`src/rtl/rf_pkg.sv`:
```
// ---------------------------------------------------------------------------
// rf_pkg
//   Shared constants and types for the register-file dump reader.
//   RF_ADDR_W / RF_DATA_W : default register index and data widths (32 GPRs x 32b).
//   rf_dump_state_t       : sweeper FSM encoding (IDLE, FETCH, SEND, CSUM, DONE).
//   CSUM exists in the encoding in every build; it is only reachable when the
//   design is built with RF_DUMP_CSUM_EN defined.
// ---------------------------------------------------------------------------
package rf_pkg;

  localparam int RF_ADDR_W = 5;
  localparam int RF_DATA_W = 32;

  typedef enum logic [2:0] {
    ST_IDLE  = 3'd0,
    ST_FETCH = 3'd1,
    ST_SEND  = 3'd2,
    ST_CSUM  = 3'd3,
    ST_DONE  = 3'd4
  } rf_dump_state_t;

endpackage : rf_pkg

```
`src/rtl/rf_dump_csum.sv`:
```
// ---------------------------------------------------------------------------
// rf_dump_csum
//   Running XOR of every register word handed to the consumer during a dump.
//   Only instantiated when RF_DUMP_CSUM_EN is defined.
// Ports
//   clk_i      in   core clock
//   reset_n_i  in   synchronous reset, active low
//   clear_i    in   zero the accumulator (dump start accepted)
//   acc_en_i   in   fold data_i into the accumulator (register beat handshake)
//   data_i     in   register word being sent
//   sum_o      out  XOR of all words accumulated since the last clear
// ---------------------------------------------------------------------------
module rf_dump_csum
  import rf_pkg::*;
#(
  parameter int DATA_W = RF_DATA_W
) (
  input  logic              clk_i,
  input  logic              reset_n_i,
  input  logic              clear_i,
  input  logic              acc_en_i,
  input  logic [DATA_W-1:0] data_i,
  output logic [DATA_W-1:0] sum_o
);

  always_ff @(posedge clk_i) begin
    if (!reset_n_i) begin
      sum_o <= '0;
    end else if (clear_i) begin
      sum_o <= '0;
    end else if (acc_en_i) begin
      sum_o <= sum_o ^ data_i;
    end
  end

endmodule : rf_dump_csum

```
`src/rtl/rf_dump_reader.sv`:
```
// ---------------------------------------------------------------------------
// rf_dump_reader
//   Read-side sweeper for the core register file. Walks the wrapping index
//   range [first_addr_i .. last_addr_i] through one combinational RF read port
//   and streams each (addr, data) pair on a valid/ready interface.
//
//   Optional feature macro: RF_DUMP_CSUM_EN
//     defined   : a trailer beat (addr 0, data = XOR of all register words,
//                 last = 1) follows the register beats.
//     undefined : the final register beat carries dump_last_o.
//
// Ports
//   clk_i         in   core clock
//   reset_n_i     in   synchronous reset, active low
//   start_i       in   begin a dump (sampled only while idle)
//   first_addr_i  in   first register index, latched on accepted start
//   last_addr_i   in   last register index, latched on accepted start
//   rf_addr_o     out  RF read address
//   rf_rd_i       in   RF read data for rf_addr_o (same cycle)
//   dump_valid_o  out  output beat valid
//   dump_ready_i  in   consumer ready
//   dump_addr_o   out  register index of current beat
//   dump_data_o   out  register value of current beat
//   dump_last_o   out  final beat of the dump
//   busy_o        out  dump in progress
//   done_o        out  one-cycle pulse after the final handshake
// ---------------------------------------------------------------------------
module rf_dump_reader
  import rf_pkg::*;
#(
  parameter int ADDR_W = RF_ADDR_W,
  parameter int DATA_W = RF_DATA_W
) (
  input  logic              clk_i,
  input  logic              reset_n_i,
  input  logic              start_i,
  input  logic [ADDR_W-1:0] first_addr_i,
  input  logic [ADDR_W-1:0] last_addr_i,
  output logic [ADDR_W-1:0] rf_addr_o,
  input  logic [DATA_W-1:0] rf_rd_i,
  output logic              dump_valid_o,
  input  logic              dump_ready_i,
  output logic [ADDR_W-1:0] dump_addr_o,
  output logic [DATA_W-1:0] dump_data_o,
  output logic              dump_last_o,
  output logic              busy_o,
  output logic              done_o
);

`ifdef RF_DUMP_CSUM_EN
  localparam bit CSUM_EN = 1'b1;
`else
  localparam bit CSUM_EN = 1'b0;
`endif

  rf_dump_state_t    state_q;
  logic [ADDR_W-1:0] last_q;
  logic              at_last;
  logic              handshake;

  assign at_last   = (rf_addr_o == last_q);
  assign handshake = dump_valid_o && dump_ready_i;

`ifdef RF_DUMP_CSUM_EN
  logic [DATA_W-1:0] csum;

  rf_dump_csum #(
    .DATA_W (DATA_W)
  ) u_csum (
    .clk_i     (clk_i),
    .reset_n_i (reset_n_i),
    .clear_i   ((state_q == ST_IDLE) && start_i),
    .acc_en_i  ((state_q == ST_SEND) && handshake),
    .data_i    (dump_data_o),
    .sum_o     (csum)
  );
`endif

  // NOTE: all state here is sequential and uses non-blocking assignments so
  // every register samples pre-edge values; blocking would create ordering races.
  always_ff @(posedge clk_i) begin
    if (!reset_n_i) begin
      state_q      <= ST_IDLE;
      last_q       <= '0;
      rf_addr_o    <= '0;
      dump_valid_o <= 1'b0;
      dump_addr_o  <= '0;
      dump_data_o  <= '0;
      dump_last_o  <= 1'b0;
      busy_o       <= 1'b0;
      done_o       <= 1'b0;
    end else begin
      done_o <= 1'b0;
      unique case (state_q)
        ST_IDLE: begin
          if (start_i) begin
            last_q    <= last_addr_i;
            rf_addr_o <= first_addr_i;
            busy_o    <= 1'b1;
            state_q   <= ST_FETCH;
          end
        end

        // RF read is combinational, so rf_rd_i already reflects rf_addr_o.
        ST_FETCH: begin
          dump_data_o  <= rf_rd_i;
          dump_addr_o  <= rf_addr_o;
          dump_valid_o <= 1'b1;
          dump_last_o  <= at_last && !CSUM_EN;
          state_q      <= ST_SEND;
        end

        // Beat registers are only touched on handshake, so they hold while stalled.
        ST_SEND: begin
          if (handshake) begin
            dump_valid_o <= 1'b0;
            dump_last_o  <= 1'b0;
            if (!at_last) begin
              rf_addr_o <= rf_addr_o + ADDR_W'(1);
              state_q   <= ST_FETCH;
            end else begin
`ifdef RF_DUMP_CSUM_EN
              // Trailer carries the XOR including the word just accepted.
              dump_valid_o <= 1'b1;
              dump_addr_o  <= '0;
              dump_data_o  <= csum ^ dump_data_o;
              dump_last_o  <= 1'b1;
              state_q      <= ST_CSUM;
`else
              busy_o  <= 1'b0;
              done_o  <= 1'b1;
              state_q <= ST_DONE;
`endif
            end
          end
        end

        ST_CSUM: begin
          if (handshake) begin
            dump_valid_o <= 1'b0;
            dump_last_o  <= 1'b0;
            busy_o       <= 1'b0;
            done_o       <= 1'b1;
            state_q      <= ST_DONE;
          end
        end

        ST_DONE: begin
          state_q <= ST_IDLE;
        end

        default: begin
          state_q      <= ST_IDLE;
          dump_valid_o <= 1'b0;
          busy_o       <= 1'b0;
        end
      endcase
    end
  end

endmodule : rf_dump_reader
```
`config.mk`:
```
export PLATFORM = sky130hd
export DESIGN_NAME = rf_dump_reader
export DESIGN_NICKNAME = d
export VERILOG_FILES = /design/src/rtl/rf_pkg.sv /design/src/rtl/rf_dump_csum.sv /design/src/rtl/rf_dump_reader.sv
export SDC_FILE = /design/constraint.sdc
export NUM_CORES = 1
export LEC_CHECK = 0
export CAP_MARGIN = 20
export CORE_MARGIN = 2
export CORE_UTILIZATION = 46
export DETAILED_ROUTE_END_ITERATION = 7
export PLACE_DENSITY = 0.88
export SYNTH_ARGS = -nofsm -noshare
export SYNTH_HDL_FRONTEND = slang
export SYNTH_HIERARCHICAL = 1
export SYNTH_SLANG_ARGS = --single-unit
```
`constraint.sdc`:
```
create_clock -name clk_i -period 2.65 [get_ports clk_i]
set_input_delay 0.3975 -clock clk_i [delete_from_list [all_inputs] [get_ports clk_i]]
set_output_delay 0.3975 -clock clk_i [all_outputs]
set_load 0.01 [all_outputs]
```
==> impl_metrics.env <==
export IMPL_hold_path_class="reg -> reg"
export IMPL_cp_required_ps=2880
export IMPL_wire_per_inst_microns=12.1
export IMPL_grt_usage_pct=18.6
export IMPL_grt_max_degree=39
export IMPL_root_buffer="clkbuf_8"
export IMPL_grt_pass1_vias=1822
export IMPL_hold_viol_final=0
export IMPL_path_max_fanout=10
export IMPL_nFillCells=410
export IMPL_synth_seq_area_share_pct=47.6
export IMPL_cts_resized_gates=0
export IMPL_synth_distinct_cells=37
export IMPL_crit_arrival_ps=2160
export IMPL_core_sq_mm=0.00475
export IMPL_gp_congestion=0.829
export IMPL_max_cap_violations=0
export IMPL_synth_ff_type="dfxtp_1"
export IMPL_cts_setup_buffers=0
export IMPL_status="finished, final reports clean"
export IMPL_start_util_pct=47.8
export IMPL_fmax_mhz=519
export IMPL_n_antenna_cell=0
export IMPL_rows=25
export IMPL_die_y_microns=74.3
export IMPL_cts_buffer_depth=2
export IMPL_r2r_start="state_q[1]"
export IMPL_tns_ps=0
export IMPL_die_area_sq_mm=0.00552
export IMPL_dp_hpwl_microns=3650
export IMPL_startpoint_type="flip-flop"
export IMPL_dr_pass1_iters=6
export IMPL_num_vias=2043
export IMPL_drtAntennaViolNets=0
export IMPL_finalSetupViolations=0
export IMPL_drcViolationCount=0
export IMPL_min_period_over_period_pct=72.8
export IMPL_max_vdd_ir_drop_v=0.000420
export IMPL_p_leak_nw=1.19
export IMPL_avgSynthCellArea_sq_um=8.61
export IMPL_skew_ps=8.91
export IMPL_min_period_ps=1930
export IMPL_synth_edff_count=0
export IMPL_max_stage_delay_ps=570
export IMPL_cp_end_kind="flip-flop"
export IMPL_cts_max_level=2
export IMPL_timing_rr_end="rf_addr_o[4]"
export IMPL_netlist_area_sq_mm=0.00227
export IMPL_slew_viol_final=0
export IMPL_clk_pin_slew_worst_paths_ps=90
export IMPL_worstMarginPinSlew_ps=767
export IMPL_io_pins=92
export IMPL_synthCells=264
export IMPL_min_to="dump_data_o[29]"
export IMPL_drt_iter0_markers=57
export IMPL_holdBufCountCts=0
export IMPL_worstHoldStart="dump_data_o[29]"
export IMPL_die_w_microns=74.3
export IMPL_grt_first_pass_wirelength_microns=8090
export IMPL_crit_chain="nor3b_1, a31oi_1, a21o_1, o22ai_1"
export IMPL_reg2reg_depth=4
export IMPL_cts_buffers=5
export IMPL_wirelength_microns=5080
export IMPL_synth_nets=311
export IMPL_areaGrowthSynthToFinish_pct=46.6
export IMPL_nets=398
export IMPL_layout_drive_gt1_share_pct=5.68
export IMPL_relSlewSlack_pct=48.7
export IMPL_yosys_warnings=6
export IMPL_cts_tree="yes"
export IMPL_clock_sinks=54
export IMPL_grt_ovfl_total=0
export IMPL_rsz0062_at_grt="false"
export IMPL_ys_ff_latch=54
export IMPL_r2r_slack_ps=720
export IMPL_critical_path_class="reg -> reg"
export IMPL_cpMaxStageDelayCell="dfxtp_1"
export IMPL_clkLatencyLatePin_ps=300
export IMPL_whs_path_depth=2
export IMPL_antenna_found_initial=0
export IMPL_async_flop_share_pct=0
export IMPL_fin_util_pct=70.1
export IMPL_via_per_inst=4.88
export IMPL_powerDensity_mw_per_mm2=618
export IMPL_port_buffers=91
[area by class of cell]
type,count,area (sq um),share of cell area [%]
clock buffer,7,86.3,2.59
clock inverter,1,5.00,0.150
inverter,2,7.51,0.225
multi-input combinational,190,1100,33.2
sequential,54,1080,32.4
tap,67,83.8,2.52
timing repair buffer,98,963,28.9
[worst max-delay path, delay by kind of cell (launching register included)]
kind	cells	cell delay, ps
AO/OA/AOI/OAI	3	780
flip-flops	1	570
AND/OR/NAND/NOR	1	510
[per-stage QoR]
step	std cells	area [sq um]	total power [mW]	hold WS, ps	setup slack, ps
2_1_floorplan	264	2270	1.32	488	1100
3_3_place_gp	411	3240	1.61	449	750
3_5_place_dp	411	3240	1.62	455	696
4_1_cts	419	3330	2.08	467	733
5_1_grt	419	3330	2.19	496	519
6_report	419	3330	2.06	464	722
[where the power goes]
group / internal (mW) / leakage [nW] / switching (mW) / total [mW]
clock: 0.211 / 0.0482 / 0.248 / 0.460
sequential: 0.900 / 0.440 / 0.0819 / 0.982
combinational: 0.326 / 0.704 / 0.290 / 0.617
total: 1.44 / 1.19 / 0.620 / 2.06
[logic make-up (layout without fill, tap and decap cells)]
logic type / Yosys count / count (layout) / share of synthesized area [%]
flip-flops: 54 / 54 / 47.6
buffers and inverters: 20 / 108 / 3.96
adder cells (fa/ha/maj): 1 / 1 / 0.550
XOR/XNOR: 5 / 5 / 1.93
AO/OA/AOI/OAI: 60 / 60 / 19.2
AND/OR/NAND/NOR: 117 / 117 / 23.7
multiplexers: 7 / 7 / 3.14
[state kept, by name, summed over array words and instances, names as in the netlist]
signal,flops
busy_o,1
done_o,1
dump_addr_o,5
dump_data_o,32
dump_last_o,1
dump_valid_o,1
last_q,5
rf_addr_o,5
state_q,3
[worst max-delay path by stage]
stage | startpoint | end | slack (ps) | cells after the start
floorplan | state_q[2] | rf_addr_o[1] | 1100 | 5
global placement | state_q[1] | rf_addr_o[1] | 750 | 4
detailed placement | reset_n_i | dump_data_o[26] | 700 | 3
CTS | state_q[1] | rf_addr_o[4] | 730 | 4
global route | state_q[1] | rf_addr_o[1] | 520 | 4
finish | state_q[1] | rf_addr_o[4] | 720 | 4
[cell usage after synthesis, drive strengths merged, types with 2 or more instances]
cell type | n | share of area, %
and2 | 5 | 1.4
nor2 | 3 | 0.50
nand2 | 81 | 13
o22ai | 4 | 1.1
clkbuf | 9 | 1.5
dfxtp | 54 | 48
nand3 | 7 | 1.5
mux2i | 6 | 2.6
nor3 | 4 | 1.1
a21boi | 39 | 13
nand2b | 2 | 0.55
buf | 9 | 2.1
inv | 2 | 0.33
xor2 | 5 | 1.9
nor2b | 7 | 1.9
a21oi | 3 | 0.66
o21ai | 4 | 0.88
a211oi | 3 | 0.99
nor3b | 5 | 1.7
[placed cells by master (no fill, tap or decap)]
| cell | netlist | layout |
|---|---|---|
| nor3_2 | 1 | 1 |
| a21boi_1 | 1 | 1 |
| a21o_1 | 1 | 1 |
| clkbuf_8 | 0 | 6 |
| a21oi_1 | 3 | 3 |
| o2111a_1 | 1 | 1 |
| xor2_1 | 5 | 5 |
| dfxtp_1 | 54 | 54 |
| mux2_2 | 1 | 1 |
| buf_4 | 1 | 7 |
| nor3_1 | 3 | 3 |
| and2_0 | 3 | 3 |
| nor2b_1 | 7 | 7 |
| nor2_1 | 3 | 2 |
| a31oi_1 | 1 | 1 |
| clkdlybuf4s50_1 | 0 | 91 |
| clkbuf_1 | 9 | 1 |
| clkinv_2 | 0 | 1 |
| ha_1 | 1 | 1 |
| a221oi_1 | 1 | 1 |
| and2_1 | 2 | 2 |
| o32ai_1 | 1 | 1 |
| o22ai_1 | 4 | 4 |
| or2_2 | 1 | 1 |
| a211oi_1 | 3 | 3 |
| o21ai_0 | 4 | 4 |
| or3b_2 | 1 | 1 |
| nor4b_4 | 1 | 1 |
| o211a_1 | 1 | 1 |
| nand2_1 | 81 | 81 |
| nand3_1 | 7 | 7 |
| nand2b_1 | 2 | 2 |
| a21boi_0 | 38 | 38 |
| inv_1 | 2 | 2 |
| o21a_1 | 1 | 1 |
| nor3b_1 | 5 | 5 |
| mux2i_1 | 6 | 6 |
| nor2_2 | 0 | 1 |
[routing by layer]
| metal | up-vias | GRT usage, % | routed length, microns |
|---|---|---|---|
| met5 | - | 0 | 0 |
| met4 | 0 | 4.76 | 48 |
| met3 | 5 | 4.34 | 316 |
| met2 | 70 | 31.3 | 2250 |
| met1 | 915 | 24.1 | 2470 |
| li1 | 1053 | - | - |
Power figures use the tool's default switching activity.
